===== config.mk =====
export PLATFORM = sky130hd
export DESIGN_NAME = digits_scan_ctrl_flat
export DESIGN_NICKNAME = d
export VERILOG_FILES = /design/src/rtl/digits_scan_ctrl_if.sv /design/src/rtl/digits_scan_ctrl.sv /design/src/flat_wrapper.sv
export SDC_FILE = /design/constraint.sdc
export NUM_CORES = 1
export LEC_CHECK = 0
export BUFFER_PORTS_ARGS = -buffer_cell sky130_fd_sc_hd__buf_4
export CAP_MARGIN = 20
export CORE_ASPECT_RATIO = 2
export CORE_MARGIN = 4
export CORE_UTILIZATION = 35
export DETAILED_ROUTE_END_ITERATION = 6
export PLACE_DENSITY = 0.6
export SKIP_CTS_REPAIR_TIMING = 1
export SLEW_MARGIN = 20
export SYNTH_ARGS = -nofsm -noshare
export SYNTH_HDL_FRONTEND = slang
export SYNTH_SLANG_ARGS = --single-unit

===== constraint.sdc =====
create_clock -name clk -period 3.25 [get_ports clk]
set_clock_uncertainty 0.2 [all_clocks]
set_input_delay 0 -clock clk [delete_from_list [all_inputs] [get_ports clk]]
set_output_delay 0 -clock clk [all_outputs]
set_load 0.01 [all_outputs]

===== src/rtl/digits_scan_ctrl_if.sv =====
// Bus between the display front end and its user: conversion request/handshake
// plus the scanned digit outputs that feed the shared 7-seg decoder.
interface digits_scan_ctrl_if;
    logic [9:0] value;
    logic       load;
    logic       busy;
    logic       done;
    logic [2:0] len;
    logic [3:0] sel;
    logic [3:0] digit;
    logic       blank;

    modport master (
        output value, load,
        input  busy, done, len, sel, digit, blank
    );

    modport slave (
        input  value, load,
        output busy, done, len, sel, digit, blank
    );
endinterface


===== src/rtl/digits_scan_ctrl.sv =====
// Binary-to-BCD by repeated subtraction, committed to display registers and
// scanned one digit at a time with leading-zero blanking.
module digits_scan_ctrl #(
    parameter int SCAN_DIV = 16
) (
    input  logic               clk,
    input  logic               reset,
    digits_scan_ctrl_if.slave  bus
);

    localparam int PW = (SCAN_DIV > 2) ? $clog2(SCAN_DIV) : 1;

    typedef enum logic [1:0] {IDLE, S1000, S100, S10} state_t;

    state_t          r_state;
    state_t          w_next_state;
    logic [9:0]      r_rem;
    logic [3:0]      r_c1000;
    logic [3:0]      r_c100;
    logic [3:0]      r_c10;
    logic            r_busy;
    logic            r_done;
    logic [3:0][3:0] r_disp;
    logic [2:0]      r_len;
    logic [PW-1:0]   r_presc;
    logic [1:0]      r_pos;

    logic            w_ge1000;
    logic            w_ge100;
    logic            w_ge10;
    logic [2:0]      w_len;

    assign w_ge1000 = (r_rem >= 10'd1000);
    assign w_ge100  = (r_rem >= 10'd100);
    assign w_ge10   = (r_rem >= 10'd10);

    always_ff @(posedge clk or posedge reset) begin
        if (reset) r_state <= IDLE;
        else       r_state <= w_next_state;
    end

    // NOTE: the default assignment first keeps every path driven, so no latch is inferred.
    always_comb begin
        w_next_state = r_state;
        case (r_state)
            IDLE:    if (bus.load)  w_next_state = S1000;
            S1000:   if (!w_ge1000) w_next_state = S100;
            S100:    if (!w_ge100)  w_next_state = S10;
            S10:     if (!w_ge10)   w_next_state = IDLE;
            default: w_next_state = IDLE;
        endcase
    end

    always_comb begin
        if (r_c1000 != 4'd0)     w_len = 3'd4;
        else if (r_c100 != 4'd0) w_len = 3'd3;
        else if (r_c10 != 4'd0)  w_len = 3'd2;
        else                     w_len = 3'd1;
    end

    // NOTE: sequential state uses non-blocking assignments so all registers update from pre-edge values.
    // NOTE: the display registers are tiny and reset explicitly, so a reset mid-conversion shows a clean 0.
    always_ff @(posedge clk or posedge reset) begin
        if (reset) begin
            r_rem   <= '0;
            r_c1000 <= '0;
            r_c100  <= '0;
            r_c10   <= '0;
            r_busy  <= 1'b0;
            r_done  <= 1'b0;
            r_disp  <= '0;
            r_len   <= 3'd1;
        end else begin
            r_done <= 1'b0;
            case (r_state)
                IDLE: begin
                    if (bus.load) begin
                        r_rem   <= bus.value;
                        r_c1000 <= '0;
                        r_c100  <= '0;
                        r_c10   <= '0;
                        r_busy  <= 1'b1;
                    end
                end
                S1000: begin
                    if (w_ge1000) begin
                        r_rem   <= r_rem - 10'd1000;
                        r_c1000 <= r_c1000 + 4'd1;
                    end
                end
                S100: begin
                    if (w_ge100) begin
                        r_rem  <= r_rem - 10'd100;
                        r_c100 <= r_c100 + 4'd1;
                    end
                end
                S10: begin
                    if (w_ge10) begin
                        r_rem <= r_rem - 10'd10;
                        r_c10 <= r_c10 + 4'd1;
                    end else begin
                        r_disp <= {r_c1000, r_c100, r_c10, r_rem[3:0]};
                        r_len  <= w_len;
                        r_done <= 1'b1;
                        r_busy <= 1'b0;
                    end
                end
                default: ;
            endcase
        end
    end

    // Scan timing is free-running and never waits on the converter.
    always_ff @(posedge clk or posedge reset) begin
        if (reset) begin
            r_presc <= '0;
            r_pos   <= 2'd0;
        end else if (r_presc == PW'(SCAN_DIV - 1)) begin
            r_presc <= '0;
            r_pos   <= r_pos + 2'd1;
        end else begin
            r_presc <= r_presc + PW'(1);
        end
    end

    always_comb begin
        bus.busy  = r_busy;
        bus.done  = r_done;
        bus.len   = r_len;
        bus.sel   = 4'b0001 << r_pos;
        bus.digit = r_disp[r_pos];
        bus.blank = ({1'b0, r_pos} >= r_len);
    end

endmodule

===== src/flat_wrapper.sv =====
// flat-port wrapper written by rule: the top's interface ports become plain ports
module digits_scan_ctrl_flat 
#(
    parameter int SCAN_DIV = 16
)
  (clk, reset, bus_value, bus_load, bus_busy, bus_done, bus_len, bus_sel, bus_digit, bus_blank);
  digits_scan_ctrl_if bus_i ();
  input  logic clk;
  input  logic reset;
  input wire logic [$bits(bus_i.value)-1:0] bus_value;
  input wire logic [$bits(bus_i.load)-1:0] bus_load;
  output wire logic [$bits(bus_i.busy)-1:0] bus_busy;
  output wire logic [$bits(bus_i.done)-1:0] bus_done;
  output wire logic [$bits(bus_i.len)-1:0] bus_len;
  output wire logic [$bits(bus_i.sel)-1:0] bus_sel;
  output wire logic [$bits(bus_i.digit)-1:0] bus_digit;
  output wire logic [$bits(bus_i.blank)-1:0] bus_blank;
  assign bus_i.value = bus_value;
  assign bus_i.load = bus_load;
  assign bus_busy = bus_i.busy;
  assign bus_done = bus_i.done;
  assign bus_len = bus_i.len;
  assign bus_sel = bus_i.sel;
  assign bus_digit = bus_i.digit;
  assign bus_blank = bus_i.blank;
  digits_scan_ctrl #(.SCAN_DIV(SCAN_DIV)) u_core (.clk(clk), .reset(reset), .bus(bus_i));
endmodule

==> results of run 1 <==
state kept, by name, summed over array words and instances (netlist names):
name / cells
u_core.r_state: 2
u_core.bus.len: 3
u_core.r_presc: 4
u_core.r_pos: 2
u_core.r_c100: 4
u_core.r_disp: 16
u_core.bus.done: 1
u_core.r_rem: 10
u_core.bus.busy: 1
u_core.r_c10: 4
u_core.r_c1000: 4
synthesized netlist by cell type (all sizes together) (6+ instances only):
library cell and number:
nor2 17, buf 10, dfrtp 50, ha 28, nand3 11, mux2 9, a21oi 12, clkbuf 8
mux2i 6, nand2 52, inv 21, o21ai 36
cell families (layout without fill, tap and decap cells):
group / Yosys count / after routing / synth area share
compound gates: 104 / 104 / 0.220
fa+ha+maj: 28 / 28 / 0.103
simple gates: 108 / 108 / 0.160
flops: 51 / 51 / 0.376
buf+inv: 41 / 76 / 0.0508
xor+xnor: 6 / 6 / 0.0154
mux: 19 / 19 / 0.0761
routing by layer:
metal / GRT usage / wire [um] / vias to the layer above
li1: - / - / 1351
met1: 0.165 / 3180 / 1404
met2: 0.309 / 5040 / 81
met3: 0.0250 / 274 / 45
met4: 0.137 / 760 / 0
met5: 0 / 0 / -
power groups by stage:
stage | sequential (mW) | clock, mW | combinational, mW
after floorplan | 1.02 | 0 | 1.52
after global placement | 1.16 | 0 | 1.99
after detailed placement | 1.17 | 0 | 2.00
after CTS | 1.16 | 0.633 | 2.01
after global routing | 1.20 | 0.650 | 2.23
final | 1.16 | 0.618 | 2.02
through the flow:
stage / std cells / power, mW / worst slack, ps
floorplan: 357 / 2.54 / 787
global placement: 503 / 3.15 / 515
detailed placement: 503 / 3.17 / 454
CTS: 511 / 3.80 / 450
global route: 522 / 4.07 / 316
finish: 522 / 3.80 / 433
area by class of cell:
cell class / instances / area, um^2
clock buffer: 6 / 139
inverter: 23 / 86.3
timing repair buffer: 45 / 365
clock inverter: 2 / 35.0
fill: 928 / 5430
tap: 130 / 163
sequential: 51 / 1280
multi-input combinational: 265 / 1950
worst max-delay path by stage:
stage	start	endpoint	cells past startpoint
after CTS	u_core.r_rem[2]	u_core.r_state[1]	7
after global routing	u_core.r_rem[2]	u_core.r_state[1]	7
after global placement	u_core.r_rem[2]	u_core.r_state[1]	7
after floorplan	u_core.r_rem[2]	u_core.r_rem[8]	7
after detailed placement	u_core.r_rem[2]	u_core.r_state[1]	7
final	u_core.r_rem[2]	u_core.r_state[1]	7
critical path, cell delays in order, from the launching register on:
cell and delay [ps]:
sky130_fd_sc_hd__dfrtp_1 500, sky130_fd_sc_hd__inv_1 160, sky130_fd_sc_hd__ha_1 270, sky130_fd_sc_hd__a2111oi_4 630, sky130_fd_sc_hd__nand4_4 210, sky130_fd_sc_hd__a21oi_2 270
sky130_fd_sc_hd__o211ai_2 150, sky130_fd_sc_hd__mux2_4 310
==> impl_metrics.ini, run 1 <==
[sta]
timing.max_slew.rel_slack = 0.391
unrepaired_setup_endpoints_after_global_routing = false
finalHoldWorstSlack_ps = -73.6
layout_min_cycle_time_ps = 2820
tightest_slew_ps = 912
slew_violations = 0
fmax_ghz = 0.355
total_negative_setup_slack_ps = 0
setup_viol_count_final = 0
post-route-period-util = 0.867
hold_viol_final = 1

[clock_network]
clk_pin_slew_ps = 70
cts.sink_count = 51
clkLatencyLatePin_ps = 290
cts_inserted_buffers = 5
cts-root-buf = sky130_fd_sc_hd__clkbuf_16
cts_max_path_buffers = 2
h-tree-depth = 2
cts_tree = built

[outcome]
outcome = finished with violations
violations = negative hold slack

[synth]
yosys_register_bits = 51
mappedNetlistArea_mm2 = 0.00340
synthDominantAreaCellType = sky130_fd_sc_hd__dfrtp_1
synth_sequential_area_ratio = 0.376
avgSynthCellArea_um2 = 9.53
ys_async_sr_fraction = 1.00
synth.area.top_cells = sky130_fd_sc_hd__dfrtp_1 (37%), sky130_fd_sc_hd__ha_1 (10%), sky130_fd_sc_hd__nand2_1 (5.5%)
syn_inst = 357
yosys_warnings = 0
synth_nets = 398
synth_edf_count = 0
synth-main-ff-cell = sky130_fd_sc_hd__dfrtp_1
synth_largest_type_area_fraction = 0.368
synth_cell_types = 66

[hold_path]
hold_depth = 3
hold_end = u_core.r_rem[9]
worstHoldPathType = in2reg
min-delay-start = bus_value[9]

[routing]
drtPass1Iterations = 7
starting_drt_drc_count = 180
drt-total-wl_mm = 9.25
vias_per_cell = 5.52
route.antenna.remaining_nets = 0
routed_wire_length_per_instance_um = 17.7
via_count = 2881
drc = 0

[pwr]
power.density_mw_per_mm2 = 945
power_report.internal_total_mw = 2.10
share_of_power_burned_in_the_clock_network = 0.163
leakage_nw = 1.80
p_switching_mw = 1.70
p_sw_frac = 0.447
power_frac_seq = 0.305
comb_power_share = 0.532
worst_ir_drop_vdd_mv = 0.284

[floorplanning]
core_area_mm2 = 0.00945
die_h_um = 147
floorplan.rows = 50
io-pin-count = 27
initial_core_util = 0.360
die_width_um = 77.7
fp.dieArea_mm2 = 0.0115

[global_route]
grt_start_max_net_pins = 45
number_of_antenna_violations_at_the_first_check_in_global_routing = 0
grt_first_pass_wirelength_mm = 15.1
gr-usage-all-layers = 0.170
globalRouteOverflowTotal = 0
vias_in_the_first_global_route = 2972

[critical_path]
worstPathArrival_ps = 2800
worst_setup_path_start_kind = flop
worstReg2RegEnd = u_core.r_state[1]
critical_path.reg2reg.startpoint = u_core.r_rem[2]
reg2reg_slack_ps = 430
path_class = reg2reg
timing.critical_path.required_ps = 3230
endpoint_kind = flop
crit_path_max_fanout = 8
worstRegToRegCells = 7

[place]
gpl.final_weighted_congestion = 0.894
port_buffers = 26
placed_cell_area_mm2 = 0.00373
detailed_placer_s_ending_hpwl_mm = 7.21

[run]
number_of_max_capacitance_violations_reported = 0

[final_layout]
syn2layout_area_growth_pct = 18.1
post_route_cells_drive_above_1_share = 0.184
fin_nets = 432
insertedDiodeCount = 0
final_util = 0.425
layout.cells.most_common_list = sky130_fd_sc_hd__nand2_1 (50), sky130_fd_sc_hd__dfrtp_1 (50), sky130_fd_sc_hd__o21ai_0 (36)
finalInstanceArea_mm2 = 0.00402
No activity file was read; power rests on OpenSTA's default activity.
==> run 2: changes to the inputs <==
- CORE_UTILIZATION: 35 -> 30
- PLACE_DENSITY: 0.6 -> 0.55
==> impl_metrics.ini, run 2 (synthesis gave the netlist of run 1 again) <==
[critical_path]
path_class = reg2reg
worstRegToRegCells = 7
endpoint_kind = flop
worstPathArrival_ps = 2820
reg2reg_slack_ps = 420
critical_path.reg2reg.startpoint = u_core.r_rem[2]
worst_setup_path_start_kind = flop
worstReg2RegEnd = u_core.r_state[1]
crit_path_max_fanout = 8
timing.critical_path.required_ps = 3240

[floorplanning]
floorplan.rows = 54
initial_core_util = 0.309
core_area_mm2 = 0.0110
io-pin-count = 27
die_h_um = 159
die_width_um = 83.3
fp.dieArea_mm2 = 0.0132

[outcome]
outcome = completed

[routing]
drtPass1Iterations = 4
route.antenna.remaining_nets = 0
routed_wire_length_per_instance_um = 18.1
starting_drt_drc_count = 151
drt-total-wl_mm = 9.68
vias_per_cell = 5.37
via_count = 2872
drc = 0

[place]
gpl.final_weighted_congestion = 0.912
detailed_placer_s_ending_hpwl_mm = 7.63
place_worst_setup_slack_ps = 435
dp_cells = 515
port_buffers = 26

[sta]
hold_viol_final = 0
tightest_slew_ps = 829
slew_violations = 0
fmax_ghz = 0.353
layout_min_cycle_time_ps = 2830
post-route-period-util = 0.871
total_negative_setup_slack_ps = 0
unrepaired_setup_endpoints_after_global_routing = false
setup_viol_count_final = 0
timing.max_slew.rel_slack = 0.447
setup_ws_ps = 420

[global_route]
grt_first_pass_wirelength_mm = 15.6
vias_in_the_first_global_route = 2891
grt_start_max_net_pins = 40
globalRouteOverflowTotal = 0
number_of_antenna_violations_at_the_first_check_in_global_routing = 0
gr-usage-all-layers = 0.151

[pwr]
power_report.internal_total_mw = 2.17
leakage_nw = 1.82
power.density_mw_per_mm2 = 957
power_frac_seq = 0.297
worst_ir_drop_vdd_mv = 0.415
share_of_power_burned_in_the_clock_network = 0.177
comb_power_share = 0.526
p_switching_mw = 1.73
p_sw_frac = 0.444

[hold_path]
worstHoldPathType = in2async

[clock_network]
cts_max_path_buffers = 2
cts.sink_count = 51
clkLatencyLatePin_ps = 300
cts_inserted_buffers = 5
cts-root-buf = sky130_fd_sc_hd__clkbuf_16
h-tree-depth = 2
clk_pin_slew_ps = 80
cts_tree = built

[final_layout]
post_route_cells_drive_above_1_share = 0.187
largest_reg_flops = 16
reg.largest.list = u_core.r_disp x16, u_core.r_rem x10
layout.cells.most_common_list = sky130_fd_sc_hd__nand2_1 (50), sky130_fd_sc_hd__dfrtp_1 (50), sky130_fd_sc_hd__o21ai_0 (36), sky130_fd_sc_hd__buf_4 (36), sky130_fd_sc_hd__ha_1 (28)
n_fill_cell = 1113
syn2layout_area_growth_pct = 19.7
insertedDiodeCount = 0
fin_nets = 435
largest_register = u_core.r_disp
post_layout_nonfiller_instances = 535

[run]
number_of_max_capacitance_violations_reported = 0
[run 2: cell count changes in the layout (fill, tap and decap cells not counted)]
cell / delta
sky130_fd_sc_hd__clkbuf_8: -1
sky130_fd_sc_hd__bufinv_16: +1
sky130_fd_sc_hd__clkinvlp_4: +1
sky130_fd_sc_hd__buf_4: +2
sky130_fd_sc_hd__clkinv_2: -1
sky130_fd_sc_hd__dlygate4sd3_1: +1
[run 2: metrics by stage]
| stage | hold WS [ps] | total power, mW | util | instance area (um^2) |
|---|---|---|---|---|
| 6_report | 231 | 3.90 | 0.370 | 4070 |
| 3_3_place_gp | 17.4 | 3.18 | 0.342 | 3760 |
| 5_1_grt | 311 | 4.19 | 0.370 | 4070 |
| 4_1_cts | -303 | 3.91 | 0.359 | 3950 |
| 2_1_floorplan | -48.3 | 2.54 | - | 3400 |
| 3_5_place_dp | 17.1 | 3.21 | 0.342 | 3760 |
[run 2: how the worst max path moves through the flow]
stage / startpoint / endpoint / cells past startpoint
3_5_place_dp: u_core.r_rem[2] / u_core.r_state[1] / 7
5_1_grt: u_core.r_rem[2] / u_core.r_state[1] / 7
3_3_place_gp: u_core.r_rem[2] / u_core.r_state[1] / 7
4_1_cts: u_core.r_rem[2] / u_core.r_state[1] / 7
2_1_floorplan: u_core.r_rem[2] / u_core.r_rem[8] / 7
6_report: u_core.r_rem[2] / u_core.r_state[1] / 7
[run 2: power groups by stage]
stage          Combinational (mW)  Clock, mW  Sequential [mW]
2_1_floorplan                1.52          0             1.02
3_3_place_gp                 2.02          0             1.16
3_5_place_dp                 2.04          0             1.17
4_1_cts                      2.05      0.702             1.16
5_1_grt                      2.27      0.730             1.19
6_report                     2.05      0.690             1.16
[run 2: area by class of cell]
class	instances	area (um^2)	area share
clock buffer	5	125	0.0307
clock inverter	3	67.6	0.0166
inverter	23	86.3	0.0212
multi-input combinational	265	1950	0.479
sequential	51	1280	0.314
tap	140	175	0.0430
timing repair buffer	48	390	0.0958
[run 2: worst max-delay path, stage by stage, from the launching register on]
cell and delay [ps]:
sky130_fd_sc_hd__dfrtp_1 500, sky130_fd_sc_hd__inv_1 160, sky130_fd_sc_hd__ha_1 280, sky130_fd_sc_hd__a2111oi_4 610
sky130_fd_sc_hd__nand4_4 210, sky130_fd_sc_hd__a21oi_2 290, sky130_fd_sc_hd__o211ai_2 160, sky130_fd_sc_hd__mux2_4 320
[run 2: per-layer routing]
metal,global-route usage,share of wire,up-vias
met2,0.286,0.55,90
li1,-,-,1360
met1,0.144,0.34,1385
met5,0,0,-
met3,0.0202,0.030,37
met4,0.122,0.083,0
==> run 3: changes to the inputs <==
- PLACE_DENSITY: 0.55 -> unset
- PLACE_DENSITY_LB_ADDON: unset -> 0.2
==> impl_metrics.ini, run 3 (synthesis gave the netlist of run 1 again) <==
[outcome]
outcome = completed

[floorplanning]
initial_core_util = 0.309
floorplan.rows = 54
io-pin-count = 27
core_area_mm2 = 0.0110
die_h_um = 159
die_width_um = 83.3
fp.dieArea_mm2 = 0.0132

[critical_path]
timing.critical_path.required_ps = 3230
worstPathArrival_ps = 2840
crit_path_max_fanout = 14
critical_path_cell_count = 7
worstReg2RegEnd = u_core.r_rem[3]
worstRegToRegCells = 7
timing.critical_path.slowest_cell_delay_ps = 580
path_class = reg2reg
reg2reg_slack_ps = 390
endpoint_kind = flop
worst_path_dominant_cell_family = simple AND/OR/NAND/NOR gates
worstPathCellList = inv_1 > ha_1 > a2111oi_4 > nand4_4 > and2_4 > nand2_2 > mux2_4
critical_path.reg2reg.startpoint = u_core.r_rem[2]
worst_setup_path_start_kind = flop
crit_buf_inv = 1
timing.critical_path.slowest_stage_cell = sky130_fd_sc_hd__a2111oi_4

[routing]
route.antenna.remaining_nets = 0
routed_wire_length_per_instance_um = 18.4
starting_drt_drc_count = 136
vias_per_cell = 5.36
via_count = 2875
drt-total-wl_mm = 9.85
drtPass1Iterations = 4
drc = 0

[place]
port_buffers = 26
placed_cell_area_mm2 = 0.00378
gpl.final_weighted_congestion = 0.821
detailed_placer_s_ending_hpwl_mm = 7.73

[final_layout]
fin_nets = 436
largest_reg_flops = 16
reg.largest.list = u_core.r_disp x16, u_core.r_rem x10
post_route_cells_drive_above_1_share = 0.192
final_util = 0.367
largest_register = u_core.r_disp
finalInstanceArea_mm2 = 0.00405
layout.cells.most_common_list = sky130_fd_sc_hd__nand2_1 (50), sky130_fd_sc_hd__dfrtp_1 (50), sky130_fd_sc_hd__buf_4 (38)
insertedDiodeCount = 0
syn2layout_area_growth_pct = 18.9

[pwr]
power.density_mw_per_mm2 = 940
final_total_power_mw = 3.80
leakage_nw = 1.81
worst_ir_drop_vdd_mv = 0.345

[sta]
setup_viol_count_final = 0
layout_min_cycle_time_ps = 2860
total_negative_setup_slack_ps = 0
timing.max_slew.rel_slack = 0.438
hold_viol_final = 0
post-route-period-util = 0.881
finalHoldWorstSlack_ps = 18.4
tightest_slew_ps = 842
unrepaired_setup_endpoints_after_global_routing = false
fmax_ghz = 0.349
slew_violations = 0

[hold_path]
worstHoldPathType = in2reg
min-delay-start = bus_value[3]
hold_depth = 4
hold_end = u_core.r_rem[3]

[global_route]
grt_first_pass_wirelength_mm = 16.0
gr-usage-all-layers = 0.155
number_of_antenna_violations_at_the_first_check_in_global_routing = 0
grt_start_max_net_pins = 40
globalRouteOverflowTotal = 0
vias_in_the_first_global_route = 3042

[clock_network]
clk_pin_slew_ps = 70
cts_max_path_buffers = 2
clkLatencyLatePin_ps = 290
h-tree-depth = 2
cts-root-buf = sky130_fd_sc_hd__clkbuf_16
cts.sink_count = 51
cts_inserted_buffers = 5
cts_tree = built

[run]
number_of_max_capacitance_violations_reported = 0
-- run 3: cell type report --
cell class	count	area (um^2)
multi-input combinational	265	1950
sequential	51	1280
timing repair buffer	49	395
fill	1145	6970
tap	140	175
inverter	23	86.3
clock buffer	7	153
clock inverter	1	7.51
-- run 3: how the worst max path moves through the flow --
stage | slack, ps | startpoint | end
3_5_place_dp | 380 | u_core.r_rem[2] | u_core.r_rem[3]
3_3_place_gp | 470 | u_core.r_rem[2] | u_core.r_rem[3]
6_report | 390 | u_core.r_rem[2] | u_core.r_rem[3]
5_1_grt | 170 | u_core.r_rem[2] | u_core.r_rem[3]
4_1_cts | 370 | u_core.r_rem[2] | u_core.r_rem[3]
2_1_floorplan | 790 | u_core.r_rem[2] | u_core.r_rem[8]
-- run 3: routing by layer --
metal  part of all wire  track usage  vias to the layer above
met5                  0            0                        -
met4              0.064        0.104                        0
met3              0.026       0.0228                       33
met2               0.56        0.306                       73
met1               0.35        0.145                     1405
li1                   -            -                     1364
-- run 3: tightest hold or removal path, stage by stage --
cell and delay [ps]:
sky130_fd_sc_hd__buf_4 80, sky130_fd_sc_hd__nand2_1 40, sky130_fd_sc_hd__o21ai_0 170, sky130_fd_sc_hd__mux2_4 180
-- run 3: metrics by stage --
stage                     setup slack [ps]  cells
after detailed placement               384    517
after CTS                              365    525
final                                  386    536
after global routing                   174    536
after floorplan                        787    357
after global placement                 468    517
-- run 3: power breakdown --
part	switching, mW	internal [mW]	leakage, nW
sequential	0.307	0.849	0.643
combinational	1.19	0.893	1.09
clock	0.234	0.328	0.0761
total	1.73	2.07	1.81
